$ cat src/rtl/usb_crc_rx_check_if.sv
// Serial receive-path bundle between the bit-unstuffer, the CRC checker and the
// protocol handler. The master drives the bit stream and the slave returns payload and verdict.
interface usb_crc_rx_check_if;
  logic in_valid;
  logic in_bit;
  logic sop;
  logic eop;
  logic mode;
  logic out_valid;
  logic out_bit;
  logic done;
  logic crc_ok;
  logic crc_err;
  logic len_err;
  logic busy;

  modport master (
    output in_valid, in_bit, sop, eop, mode,
    input  out_valid, out_bit, done, crc_ok, crc_err, len_err, busy
  );

  modport slave (
    input  in_valid, in_bit, sop, eop, mode,
    output out_valid, out_bit, done, crc_ok, crc_err, len_err, busy
  );
endinterface

$ cat src/rtl/usb_crc_rx_check.sv
// Serial USB CRC5/CRC16 receive checker: runs the LSB-first CRC over each packet, strips the
// trailing CRC field through a W-deep delay line and issues a residue verdict one cycle after eop.
module usb_crc_rx_check #(
  parameter int unsigned      W_A    = 5,
  parameter logic [W_A-1:0]   POLY_A = 5'h05,
  parameter logic [W_A-1:0]   RES_A  = 5'h0C,
  parameter int unsigned      W_B    = 16,
  parameter logic [W_B-1:0]   POLY_B = 16'h8005,
  parameter logic [W_B-1:0]   RES_B  = 16'h800D,
  parameter int unsigned      CNT_W  = 11
) (
  input logic              clock,
  input logic              reset_n,
  usb_crc_rx_check_if.slave rx
);

  localparam logic [1:0] S_IDLE  = 2'd0;
  localparam logic [1:0] S_RUN   = 2'd1;
  localparam logic [1:0] S_CHECK = 2'd2;

  localparam logic [CNT_W-1:0] LEN_A   = CNT_W'(W_A);
  localparam logic [CNT_W-1:0] LEN_B   = CNT_W'(W_B);
  localparam logic [CNT_W-1:0] CNT_ONE = CNT_W'(1);

  // One serial CRC step; in mode 0 only the low W_A bits carry state.
  function automatic logic [W_B-1:0] crc_step(input logic [W_B-1:0] r, input logic b,
                                               input logic m);
    logic [W_B-1:0] nxt;
    nxt = '0;
    if (m) begin
      nxt = {r[W_B-2:0], 1'b0} ^ ((b ^ r[W_B-1]) ? POLY_B : '0);
    end else begin
      nxt[W_A-1:0] = {r[W_A-2:0], 1'b0} ^ ((b ^ r[W_A-1]) ? POLY_A : '0);
    end
    return nxt;
  endfunction

  logic [1:0]       state_q, state_d;
  logic             mode_q, mode_d;
  logic [W_B-1:0]   crc_q, crc_d;
  logic [CNT_W-1:0] cnt_q, cnt_d;
  logic [W_B-1:0]   dly_q, dly_d;
  logic             out_valid_q, out_valid_d;
  logic             out_bit_q, out_bit_d;
  logic             done_q, done_d;
  logic             ok_q, ok_d;
  logic             err_q, err_d;
  logic             len_q, len_d;

  logic [CNT_W-1:0] pkt_w;
  logic [CNT_W-1:0] cnt_inc;
  logic             tap;
  logic             res_match;
  logic             accept_sop;
  logic             emit;

  assign pkt_w      = mode_q ? LEN_B : LEN_A;
  assign cnt_inc    = (&cnt_q) ? cnt_q : cnt_q + CNT_ONE;
  assign tap        = mode_q ? dly_q[W_B-1] : dly_q[W_A-1];
  assign res_match  = mode_q ? (crc_q == RES_B) : (crc_q[W_A-1:0] == RES_A);
  assign accept_sop = rx.sop && rx.in_valid;
  // A bit leaves the delay line only once W newer bits are known to follow it.
  assign emit       = (cnt_q >= pkt_w);

  always_comb begin
    // NOTE: every signal gets a default first so no path leaves one unassigned (no latches).
    state_d     = state_q;
    mode_d      = mode_q;
    crc_d       = crc_q;
    cnt_d       = cnt_q;
    dly_d       = dly_q;
    out_valid_d = 1'b0;
    out_bit_d   = 1'b0;
    done_d      = 1'b0;
    ok_d        = ok_q;
    err_d       = err_q;
    len_d       = len_q;

    if (accept_sop) begin
      // sop restarts from any state, silently dropping an unterminated packet.
      state_d = S_RUN;
      mode_d  = rx.mode;
      crc_d   = crc_step('1, rx.in_bit, rx.mode);
      cnt_d   = CNT_ONE;
      dly_d   = {dly_q[W_B-2:0], rx.in_bit};
      ok_d    = 1'b0;
      err_d   = 1'b0;
      len_d   = 1'b0;
    end else begin
      case (state_q)
        S_RUN: begin
          if (rx.eop) begin
            state_d = S_CHECK;
            done_d  = 1'b1;
            if (cnt_q < pkt_w) begin
              len_d = 1'b1;
              ok_d  = 1'b0;
              err_d = 1'b0;
            end else begin
              ok_d  = res_match;
              err_d = !res_match;
            end
          end else if (rx.in_valid) begin
            crc_d       = crc_step(crc_q, rx.in_bit, mode_q);
            cnt_d       = cnt_inc;
            dly_d       = {dly_q[W_B-2:0], rx.in_bit};
            out_valid_d = emit;
            out_bit_d   = emit & tap;
          end
        end
        default: state_d = S_IDLE;
      endcase
    end
  end

  // NOTE: the delay line is reset with the rest of the state so out_bit never exposes stale data.
  always_ff @(posedge clock or negedge reset_n) begin
    if (!reset_n) begin
      state_q     <= S_IDLE;
      mode_q      <= 1'b0;
      crc_q       <= '1;
      cnt_q       <= '0;
      dly_q       <= '0;
      out_valid_q <= 1'b0;
      out_bit_q   <= 1'b0;
      done_q      <= 1'b0;
      ok_q        <= 1'b0;
      err_q       <= 1'b0;
      len_q       <= 1'b0;
    end else begin
      // NOTE: non-blocking so every register samples the same pre-edge values.
      state_q     <= state_d;
      mode_q      <= mode_d;
      crc_q       <= crc_d;
      cnt_q       <= cnt_d;
      dly_q       <= dly_d;
      out_valid_q <= out_valid_d;
      out_bit_q   <= out_bit_d;
      done_q      <= done_d;
      ok_q        <= ok_d;
      err_q       <= err_d;
      len_q       <= len_d;
    end
  end

  assign rx.out_valid = out_valid_q;
  assign rx.out_bit   = out_bit_q;
  assign rx.done      = done_q;
  assign rx.crc_ok    = ok_q;
  assign rx.crc_err   = err_q;
  assign rx.len_err   = len_q;
  assign rx.busy      = (state_q == S_RUN);

endmodule

$ cat src/flat_wrapper.sv
// flat-port wrapper written by rule: the top's interface ports become plain ports
module usb_crc_rx_check_flat 
#(
  parameter int unsigned      W_A    = 5,
  parameter logic [W_A-1:0]   POLY_A = 5'h05,
  parameter logic [W_A-1:0]   RES_A  = 5'h0C,
  parameter int unsigned      W_B    = 16,
  parameter logic [W_B-1:0]   POLY_B = 16'h8005,
  parameter logic [W_B-1:0]   RES_B  = 16'h800D,
  parameter int unsigned      CNT_W  = 11
)
  (clock, reset_n, rx_in_valid, rx_in_bit, rx_sop, rx_eop, rx_mode, rx_out_valid, rx_out_bit, rx_done, rx_crc_ok, rx_crc_err, rx_len_err, rx_busy);
  usb_crc_rx_check_if rx_i ();
  input logic clock;
  input logic reset_n;
  input wire logic [$bits(rx_i.in_valid)-1:0] rx_in_valid;
  input wire logic [$bits(rx_i.in_bit)-1:0] rx_in_bit;
  input wire logic [$bits(rx_i.sop)-1:0] rx_sop;
  input wire logic [$bits(rx_i.eop)-1:0] rx_eop;
  input wire logic [$bits(rx_i.mode)-1:0] rx_mode;
  output wire logic [$bits(rx_i.out_valid)-1:0] rx_out_valid;
  output wire logic [$bits(rx_i.out_bit)-1:0] rx_out_bit;
  output wire logic [$bits(rx_i.done)-1:0] rx_done;
  output wire logic [$bits(rx_i.crc_ok)-1:0] rx_crc_ok;
  output wire logic [$bits(rx_i.crc_err)-1:0] rx_crc_err;
  output wire logic [$bits(rx_i.len_err)-1:0] rx_len_err;
  output wire logic [$bits(rx_i.busy)-1:0] rx_busy;
  assign rx_i.in_valid = rx_in_valid;
  assign rx_i.in_bit = rx_in_bit;
  assign rx_i.sop = rx_sop;
  assign rx_i.eop = rx_eop;
  assign rx_i.mode = rx_mode;
  assign rx_out_valid = rx_i.out_valid;
  assign rx_out_bit = rx_i.out_bit;
  assign rx_done = rx_i.done;
  assign rx_crc_ok = rx_i.crc_ok;
  assign rx_crc_err = rx_i.crc_err;
  assign rx_len_err = rx_i.len_err;
  assign rx_busy = rx_i.busy;
  usb_crc_rx_check #(.W_A(W_A), .POLY_A(POLY_A), .RES_A(RES_A), .W_B(W_B), .POLY_B(POLY_B), .RES_B(RES_B), .CNT_W(CNT_W)) u_core (.clock(clock), .reset_n(reset_n), .rx(rx_i));
endmodule
$ cat config.mk
export PLATFORM = sky130hd
export DESIGN_NAME = usb_crc_rx_check_flat
export DESIGN_NICKNAME = d
export VERILOG_FILES = /design/src/rtl/usb_crc_rx_check_if.sv /design/src/rtl/usb_crc_rx_check.sv /design/src/flat_wrapper.sv
export SDC_FILE = /design/constraint.sdc
export NUM_CORES = 1
export LEC_CHECK = 0
export ABC_AREA = 0
export CORE_UTILIZATION = 63
export DETAILED_ROUTE_END_ITERATION = 16
export PLACE_DENSITY = 0.89
export SYNTH_ARGS = -nofsm -noshare
export SYNTH_HDL_FRONTEND = slang
export SYNTH_SLANG_ARGS = --single-unit
export TNS_END_PERCENT = 10
$ cat constraint.sdc
create_clock -name clock -period 3.5 [get_ports clock]
set_input_delay 0.35 -clock clock [delete_from_list [all_inputs] [get_ports clock]]
set_output_delay 0.35 -clock clock [all_outputs]
set_load 0.05 [all_outputs]
==> summary.md <==
| Metric | Value |
|---|---|
| Worst Path Max Fanout | 13 |
| Initial antenna violation count | 0 |
| Critical path arrival | 2.30 ns |
| Synth warnings | 0 |
| Initial DRC Count | 189 |
| Placer Congestion | 0.9066 |
| # rows | 22 |
| IO Pins | 14 |
| Post-DP HPWL | 3355 microns |
| Post-DRT Antenna Nets | 0 |
| EDFF count, synth | 0 |
| Leakage | 1.243 nW |
| Routed vias | 1,960 |
| Sequential Power Share | 0.550 |
| CTS max path bufs | 2 |
| Core outline area | 3744 sq um |
| Syn_nets | 274 |
| # setup viols final | 0 |
| Hold Crit Class | in2async |
| Post-route setup TNS | 0 ns |
| CP required | 3.72 ns |
| Layout cells sized above 1 | 0.1314 |
| Max Cap Violations | 0 |
| Total Nets Final | 284 |
| RSZ-0062 raised after global routing | false |
| Synthesis-to-layout area growth | 9.526% |
| Clock power share | 0.256 |
| Cells after Synth | 263 |
| Ant diodes | 0 |
| Netlist cell types | 51 |
| Detailed-route vias per instance | 6.087 |
| CTS tree | built |
| Syn avg cell area | 9.539 sq um |
| Yosys reg bits | 52 |
| Fmax | 0.4826 GHz |
| Sequential share of the synthesized area | 0.5267 |
| DR pass1 iterations | 5 |
| Fin. max-slew vios | 0 |
| Root Buffer | clkbuf_8 |
| PD cells | 519.5 nW/um^2 |
| IO Port Bufs | 13 |
| Hold-fix buffers, CTS | 0 |
| Die width | 65.11 microns |
| Initial Utilization | 0.6701 |
| Crit start category | input port |
| Hold WS | 0.02515 ns |
| Total CTS buffers | 5 |
| Clock sinks | 52 |
| Clock Skews | 0.01006 ns |
| Largest net degree at the start of global routing | 45 |
| Vias in the first global route | 1,773 |
| # fillers | 273 |
| Final wirelength | 5041 microns |
| Post-route DRC | 0 |
| Peak VDD IR | 0.3709 mV |
| Die area | 4239 sq um |
| Max transition margin | 0.4292 |
| Async S/R FF share, synth | 1.000 |
| Overall die height | 65.11 microns |
| First-pass GRT wire length | 8431 microns |
| WS Path Type | in2reg |
| Setup Fix Bufs, Post-CTS | 0 |
| Part of the power in combinational logic | 0.194 |
| Post-Syn Area | 2509 sq um |
| Gr ovfl total | 0 |
| Synth Flop Type | dfrtp_1 |
| Tot GR Track Use | 0.2663 |
| Clock latency on the worst-skew pair | 0.30 ns |
| Least-Margin Pin Slew | 0.8484 ns |
| CP Capture Type | register |
| Final min period | 2.072 ns |
| DR WL/cell | 15.66 microns |
| CTS H-tree lvls | 2 |
| Switching power share of the total | 0.2987 |
| P_sw | 0.0004264 W |
| Resized Gates After CTS | 0 |
| Worst-path clk slew | 0.09 ns |
| Status | complete, no violations |
| Fin. Hold Viols | 0 |
| Int Pwr | 0.001001 W |
| Crit share post-route | 0.5921 |
-- final cells by class --
| cell class | count | area, sq um | share of cell area |
|---|---|---|---|
| Clock buffer | 8 | 100.1 | 0.03643 |
| Inverter | 6 | 22.52 | 0.008197 |
| Multi-Input combinational cell | 192 | 1096 | 0.3989 |
| Sequential cell | 52 | 1321 | 0.4809 |
| Tap cell | 48 | 60.06 | 0.02186 |
| Timing Repair Buffer | 16 | 147.6 | 0.05373 |
-- cells by family after synthesis --
logic type / count (synthesis) / share of synthesized area
flip-flops: 52 / 0.5267
buffers and inverters: 19 / 0.03790
XOR/XNOR: 2 / 0.006984
multiplexers: 4 / 0.01596
AND/OR/NAND/NOR: 116 / 0.2175
AO/OA/AOI/OAI: 66 / 0.1751
adder cells (fa/ha/maj): 4 / 0.01995
-- synthesized netlist by cell type (2+ instances only) --
cell | n | share of area
nand3_1 | 7 | 0.014
buf_6 | 2 | 0.0090
dfrtp_1 | 36 | 0.36
o21ai_0 | 17 | 0.034
a211oi_1 | 2 | 0.0060
a31oi_1 | 3 | 0.0075
nand2_1 | 69 | 0.10
mux2i_1 | 4 | 0.016
nand2b_1 | 4 | 0.010
inv_1 | 6 | 0.0090
a41o_1 | 2 | 0.0080
or4_1 | 2 | 0.0060
a211o_1 | 2 | 0.0070
nand4_1 | 5 | 0.012
buf_2 | 3 | 0.0060
clkbuf_1 | 6 | 0.0090
nor4_1 | 3 | 0.0075
nor4b_1 | 3 | 0.010
a21oi_1 | 20 | 0.040
o21a_1 | 2 | 0.0060
dfstp_2 | 16 | 0.17
o31ai_1 | 3 | 0.0090
or2_2 | 2 | 0.0050
o41ai_1 | 2 | 0.0070
and3_1 | 2 | 0.0050
nor3_1 | 3 | 0.0060
ha_1 | 4 | 0.020
a22o_1 | 2 | 0.0070
nor2_1 | 9 | 0.013
-- worst max-delay path, stage by stage --
cell	delay, ns
clkdlybuf4s50_1	0.58
and2_4	0.30
or4_1	0.65
nand4_1	0.18
mux2i_1	0.23
-- layer usage --
layer	wire, microns	up-vias	global-route usage	share of wire
li1	-	953	-	-
met1	2246	952	0.3561	0.45
met2	2492	51	0.4336	0.49
met3	261	4	0.06250	0.052
met4	40	0	0.08152	0.0079
met5	0	-	0	0
-- final timing paths --
check	start	end	slack (ns)	cells after the start
max in group asynchronous	reset_n	u_core.crc_q[1]$_DFFE_PN1P_	2.67	2
min in group clock	u_core.dly_q[10]$_DFFE_PN0P_	u_core.dly_q[11]$_DFFE_PN0P_	0.47	2
hold reg to reg	u_core.dly_q[10]$_DFFE_PN0P_	u_core.dly_q[11]$_DFFE_PN0P_	0.47	2
setup / recovery	rx_sop	u_core.cnt_q[9]$_DFFE_PN0P_	1.43	5
hold / removal	reset_n	u_core.rx.done$_DFF_PN0_	0.03	1
setup reg to reg	u_core.cnt_q[0]$_DFFE_PN0P_	u_core.cnt_q[3]$_DFFE_PN0P_	1.48	5
-- metrics by stage --
stage               std cells  instance area [sq um]  utilization  worst slack, ns  total power [W]
CTS                       322                   2748       0.7340            1.430         0.001433
floorplan                 263                   2509            -            1.570        0.0009801
global placement          314                   2648       0.7072            1.237         0.001056
detailed placement        314                   2648       0.7072            1.112         0.001067
global route              322                   2748       0.7340            1.329         0.001503
finish                    322                   2748       0.7340            1.428         0.001428
-- layout by cell type (no fill, tap or decap), types with 2 or more instances in the layout --
master	n
nand2_1	69
dfrtp_1	36
a21oi_1	20
o21ai_0	16
dfstp_2	16
clkdlybuf4s50_1	12
nor2_1	9
nand3_1	7
clkbuf_8	7
inv_1	6
nand4_1	5
nand2b_1	4
mux2i_1	4
ha_1	4
nor4b_1	3
nor4_1	3
nor3_1	3
o31ai_1	3
a31oi_1	3
buf_4	3
a211o_1	2
a211oi_1	2
and3_1	2
or2_2	2
o41ai_1	2
o21a_1	2
a22o_1	2
or4_1	2
a41o_1	2
-- state kept, by name, summed over array words and instances, names as in the netlist, 2 cells and up --
name and cells:
u_core.crc_q 16, u_core.dly_q 16, u_core.cnt_q 11, u_core.state_q 2
-- power by group through the flow --
stage                     sequential [W]  clock [W]  combinational [W]
final                           0.000785   0.000365           0.000278
after global placement          0.000790          0           0.000266
after detailed placement        0.000791          0           0.000275
after global routing            0.000799   0.000393           0.000311
after CTS                       0.000783   0.000372           0.000278
after floorplan                 0.000794          0           0.000187
(Power assumes the default switching activity.)
==> RTL edit 1: new RTL, config.mk and constraints unchanged <==
`CNT_W` is set to 11 in 2 places; all go to 22.
--- a/src/rtl/usb_crc_rx_check.sv
+++ b/src/rtl/usb_crc_rx_check.sv
@@ -9,3 +9,3 @@
   parameter logic [W_B-1:0]   RES_B  = 16'h800D,
-  parameter int unsigned      CNT_W  = 11
+  parameter int unsigned      CNT_W  = 22
 ) (
--- a/src/flat_wrapper.sv
+++ b/src/flat_wrapper.sv
@@ -9,3 +9,3 @@
   parameter logic [W_B-1:0]   RES_B  = 16'h800D,
-  parameter int unsigned      CNT_W  = 11
+  parameter int unsigned      CNT_W  = 22
 )
Function: same outputs for any inputs over 10 cycles, from zero or initial values and one cycle with reset_n low; that may be too few to reach the edited logic, so the function may still have changed.
==> RTL edit 1 against the unedited design <==
  * Final area increased by 26%
  * Clock skew decreased by 0.00055 ns
  * Combinational power decreased by 6%
  * Synthesized area increased by 25%
  * Setup slack got worse by 0.30 ns
  * Routed wire length increased by 32%
  * Power increased by 23%
  * Sequential share of layout area decreased by 1.9 points
  * Critical path depth increased by 1
  * Final cell count increased by 29%
  * Sequential cell count increased by 11
  * Critical endpoint is now u_core.cnt_q[7]$_DFFE_PN0P_
  * Largest cell class unchanged
  * Largest power group unchanged
  * Highest routed layer unchanged
==> RTL edit 1: results (changes against the unedited design) <==
Status
The flow ran to the end, and the final reports show no timing, DRC or antenna violations.

Clock tree
The number of H-tree levels came to 3 (+1). The clock latency on the worst-skew pair is 0.35 ns (+0.05 ns). The CTS buffer count was 9 (+4).

The clock-pin slew of the registers on the worst-case setup and hold paths is 0.07 ns (-0.02 ns).

Setup path
The maximum cell stage delay along the critical path is 0.59 ns (-0.06 ns). The worst register-to-register path begins at u_core.cnt_q[1]$_DFFE_PN0P_. The data arrival time of the worst path is 2.63 ns (+0.33 ns). The peak fanout along the critical path is 27 (+14).

Logic synthesis
The area share of fa/ha/maj cells after synthesis is 1.59% (-0.40 points). After synthesis, the most frequently instantiated cells are nand2_1, dfrtp_1, a21oi_1. The XOR/XNOR share of the synthesized area was 1.67% (+0.97 points).

The share of synthesized area spent on multiplexers is 0.956% (-0.64 points). The synthesized area divided by synthesized cell count came to 9.41 sq um (-1.4%). The share of the synthesized area in compound gates (AO/OA/AOI/OAI) is 14.8% (-2.7 points).

Placed design
The total placed cells including tap cells is 399 (+27%). The total cell area at the placement stage is 3270 sq um (+24%). The half-perimeter wire length after placement is 4280 um (+28%).

Routing
The final wirelength came to 6670 um (+32%). The number of vias after detailed routing is 2,557 (+30%). The violation count after the first detailed-route iteration is 199 (+5.3%). The met1 layer wirelength in the final routing is 2820 um (+26%). The routed wire length on met2 was 3220 um (+29%).

Pwr
The reported leakage power came to 1.50 nW (+20%). The sequential power was 0.000910 W (+16%).

Finish
The fraction of final layout cells with drive strength greater than 1 is 13.5% (+0.33 points). The number of fill cells in the layout is 320 (+17%). The net total in the final layout is 355 (+25%).

GRT
The met2 track demand over resource in global routing is 44.0% (+0.67 points). The number of global-route vias before repair is 2,404 (+36%). The pin count of the biggest net entering global routing is 43 (-4.4%). The global-route wire length before repair is 11,100 um (+31%).

STA
The normalized max-slew margin is 45.8% (+2.9 points). The share of the clock period used by the worst path is 67.7% (+8.5 points). The worst clock skew was 0.00951 ns (-0.000554 ns).
## RTL edit 1: cell types whose count changed after synthesis, sizes merged, moves of 5 or more
cell | unedited run | this run
o31ai | 3 | 10
dfrtp | 36 | 47
nand3 | 7 | 13
or4 | 2 | 10
a21oi | 20 | 25
nand2 | 69 | 80
nor2 | 9 | 14
or3 | 0 | 5
o21ai | 17 | 24
## RTL edit 1: area by class of cell
class                   count  area [sq um]  share of cell area, %
flip-flops and latches     63          1600                   46.1
multi-input cells         250          1430                   41.4
clock buffers              13           159                   4.59
well taps                  67          83.8                   2.42
inverters                   3          11.3                  0.325
clock inverters             3          17.5                  0.506
repair buffers             17           158                   4.56
## RTL edit 1: worst min-delay path by stage
| stage | end | slack [ns] | start | depth (start not counted) |
|---|---|---|---|---|
| finish | u_core.dly_q[13]$_DFFE_PN0P_ | 0.47 | u_core.dly_q[12]$_DFFE_PN0P_ | 2 |
| global route | u_core.dly_q[9]$_DFFE_PN0P_ | 0.49 | u_core.dly_q[8]$_DFFE_PN0P_ | 2 |
| CTS | u_core.dly_q[13]$_DFFE_PN0P_ | 0.47 | u_core.dly_q[12]$_DFFE_PN0P_ | 2 |
| detailed placement | u_core.cnt_q[10]$_DFFE_PN0P_ | 0.33 | reset_n | 1 |
| global placement | u_core.cnt_q[11]$_DFFE_PN0P_ | 0.32 | reset_n | 1 |
| floorplan | u_core.cnt_q[0]$_DFFE_PN0P_ | 0.05 | reset_n | 0 |
## RTL edit 1: what timing repair did
action                                 4_1_cts  5_1_grt
hold buffers                                 1        0
endpoints found under the hold margin       21        0
setup buffers                                0        0
## RTL edit 1: critical path: cells and delay by family
kind,cells,cell delay (ns)
AND/OR/NAND/NOR,2,0.80
AO/OA/AOI/OAI,3,0.88
buffers and inverters,1,0.59
==> RTL edit 2: new RTL, same settings <==
Without the edit above. Reset style: synchronous (`reset_n`), changed in one clocked block.
--- a/src/rtl/usb_crc_rx_check.sv
+++ b/src/rtl/usb_crc_rx_check.sv
@@ -116,3 +116,3 @@
   // NOTE: the delay line is reset with the rest of the state so out_bit never exposes stale data.
-  always_ff @(posedge clock or negedge reset_n) begin
+  always_ff @(posedge clock) begin
     if (!reset_n) begin
Formal check against the unedited RTL: differs if reset_n is asserted again (counterexample within 4 cycles, from zero or initial values and one cycle with reset_n low); with reset_n held inactive, the same outputs for 4 cycles.
==> RTL edit 2 against the unedited design <==
  * Die area fell by 8.9%
  * Routed wire length fell by 7.9%
  * Via count rose by 1.1%
  * Final area fell by 11%
  * Synthesized area fell by 9.2%
  * Setup slack got worse by 0.096 ns
  * Sequential cell count did not move
  * Highest routed layer unchanged
Power is not compared: it rests on default switching activity, and its combinational part moved more than twofold at a synthesized area within 25%.
==> RTL edit 2: results (changes against the unedited design) <==
Status
The run finished with clean final reports.

Logic synthesis
The async set-or-reset flop fraction in the synthesized netlist is 0% (-100 points). By area the synthesized netlist is led by dfxtp_1, nand2_1, a21oi_1. The synthesized net count is 284 (+3.6%). By count the netlist is led by dfxtp_1, nand2_1, a21oi_1.

The commonest register cell after synthesis is dfxtp_1. The portion of the post-synthesis area used by sequential elements was 45.7% (-7.0 points).

Routing
The number of vias after detailed routing is 1,981 (+1.1%). The final wirelength is 4640 um (-7.9%). The violation count after the first detailed-route iteration is 202 (+6.9%). The average via count per standard cell is 6.10 (+0.14%).

Clock tree
In this run the clock root is driven by a clkbuf_4. The buffer count from post-CTS setup fixing is 0 (unchanged). The clock latency on the worst-skew pair is 0.36 ns (+0.06 ns). The clock-pin slew of the registers on the worst-case setup and hold paths is 0.14 ns (+0.05 ns).

Finish
The fraction of final layout cells with drive strength greater than 1 is 5.73% (-7.4 points). The number of fill cells in the layout is 271 (-0.73%). The net total in the final layout is 290 (+2.1%).

Placed design
The worst slack at placement was 0.993 ns (-0.119 ns). The final weighted congestion of routability-driven global placement is 0.885 (-2.4%). The half-perimeter wire length after placement is 3240 um (-3.3%). The total placed cells including tap cells is 318 (+1.3%).

STA
The normalized max-slew margin is 28.1% (-15 points). The worst slack on hold paths is 0.464 ns (+0.439 ns). The worst clock skew came to 0.00439 ns (-0.00567 ns). The total of endpoints with negative setup slack in the final report is 0 (unchanged). The least setup slack across all paths after layout was 1.33 ns (-0.0963 ns).

Setup path
The peak fanout along the critical path is 14 (+1). The worst register-to-register path begins at u_core.mode_q$_SDFFE_PN0P_. The most critical setup path has its endpoint at u_core.cnt_q[7]$_SDFFE_PP0P_.

The end of the worst register-to-register path is u_core.rx.out_bit$_SDFF_PP0_. The reg-to-reg setup timing slack was 1.38 ns (-0.10 ns). The number of cells on the worst reg-to-reg path is 6 (+1). The critical path launch point is rx_in_valid.

GRT
The total routing usage reported by global routing is 25.9% (-0.71 points). The pin count of the biggest net entering global routing is 29 (-36%). The global-route wire length before repair is 8110 um (-3.8%).

Worst hold path
The worst hold path belongs to the class reg2reg.
==> RTL edit 2: cell count changes after synthesis, moves of 3 or more <==
cell | unedited run | this run
dfxtp_1 | 0 | 52
dfrtp_1 | 36 | 0
nand2_1 | 69 | 52
dfstp_2 | 16 | 0
nor2_1 | 9 | 23
a211oi_1 | 2 | 11
a21oi_1 | 20 | 27
nand3_1 | 7 | 12
xnor2_1 | 1 | 5
a31oi_1 | 3 | 0
nand2b_1 | 4 | 1
nor4b_1 | 3 | 0
==> RTL edit 2: logic make-up (layout without fill, tap and decap cells) <==
family	Yosys count	in the layout	synth area share [%]
buffers and inverters	20	26	4.67
XOR/XNOR	5	5	1.92
multiplexers	2	2	0.879
AO/OA/AOI/OAI	77	77	21.7
adder cells (fa/ha/maj)	4	4	2.20
AND/OR/NAND/NOR	113	113	22.9
flip-flops	52	52	45.7
==> RTL edit 2: worst max-delay path, stage by stage <==
cell             delay (ns)
clkdlybuf4s50_1        0.68
and4bb_1               0.50
o41ai_4                0.25
or4_1                  0.54
a21oi_1                0.14
==> RTL edit 2: power breakdown <==
group / internal (W) / switching, W
logic: 0.0000342 / 0.0000554
clock network: 0.0000736 / 0.000174
registers: 0.000607 / 0.0000138
total: 0.000715 / 0.000244
==> RTL edit 2: routing by layer <==
metal | global-route usage [%] | wire (um) | up-vias
met5 | 0 | 0 | -
met4 | 9.59 | 65 | 0
met3 | 5.33 | 233 | 10
met2 | 43.3 | 2180 | 53
met1 | 33.0 | 2160 | 937
li1 | - | - | 981
==> RTL edit 2: layout make-up <==
type,instances,area [sq um],area share (%)
clock buffer,5,37.5,1.54
sequential,52,1040,42.7
inverter,4,15.0,0.615
clock inverter,2,12.5,0.513
tap,46,57.6,2.36
timing repair buffer,15,145,5.95
multi-input combinational,201,1130,46.4
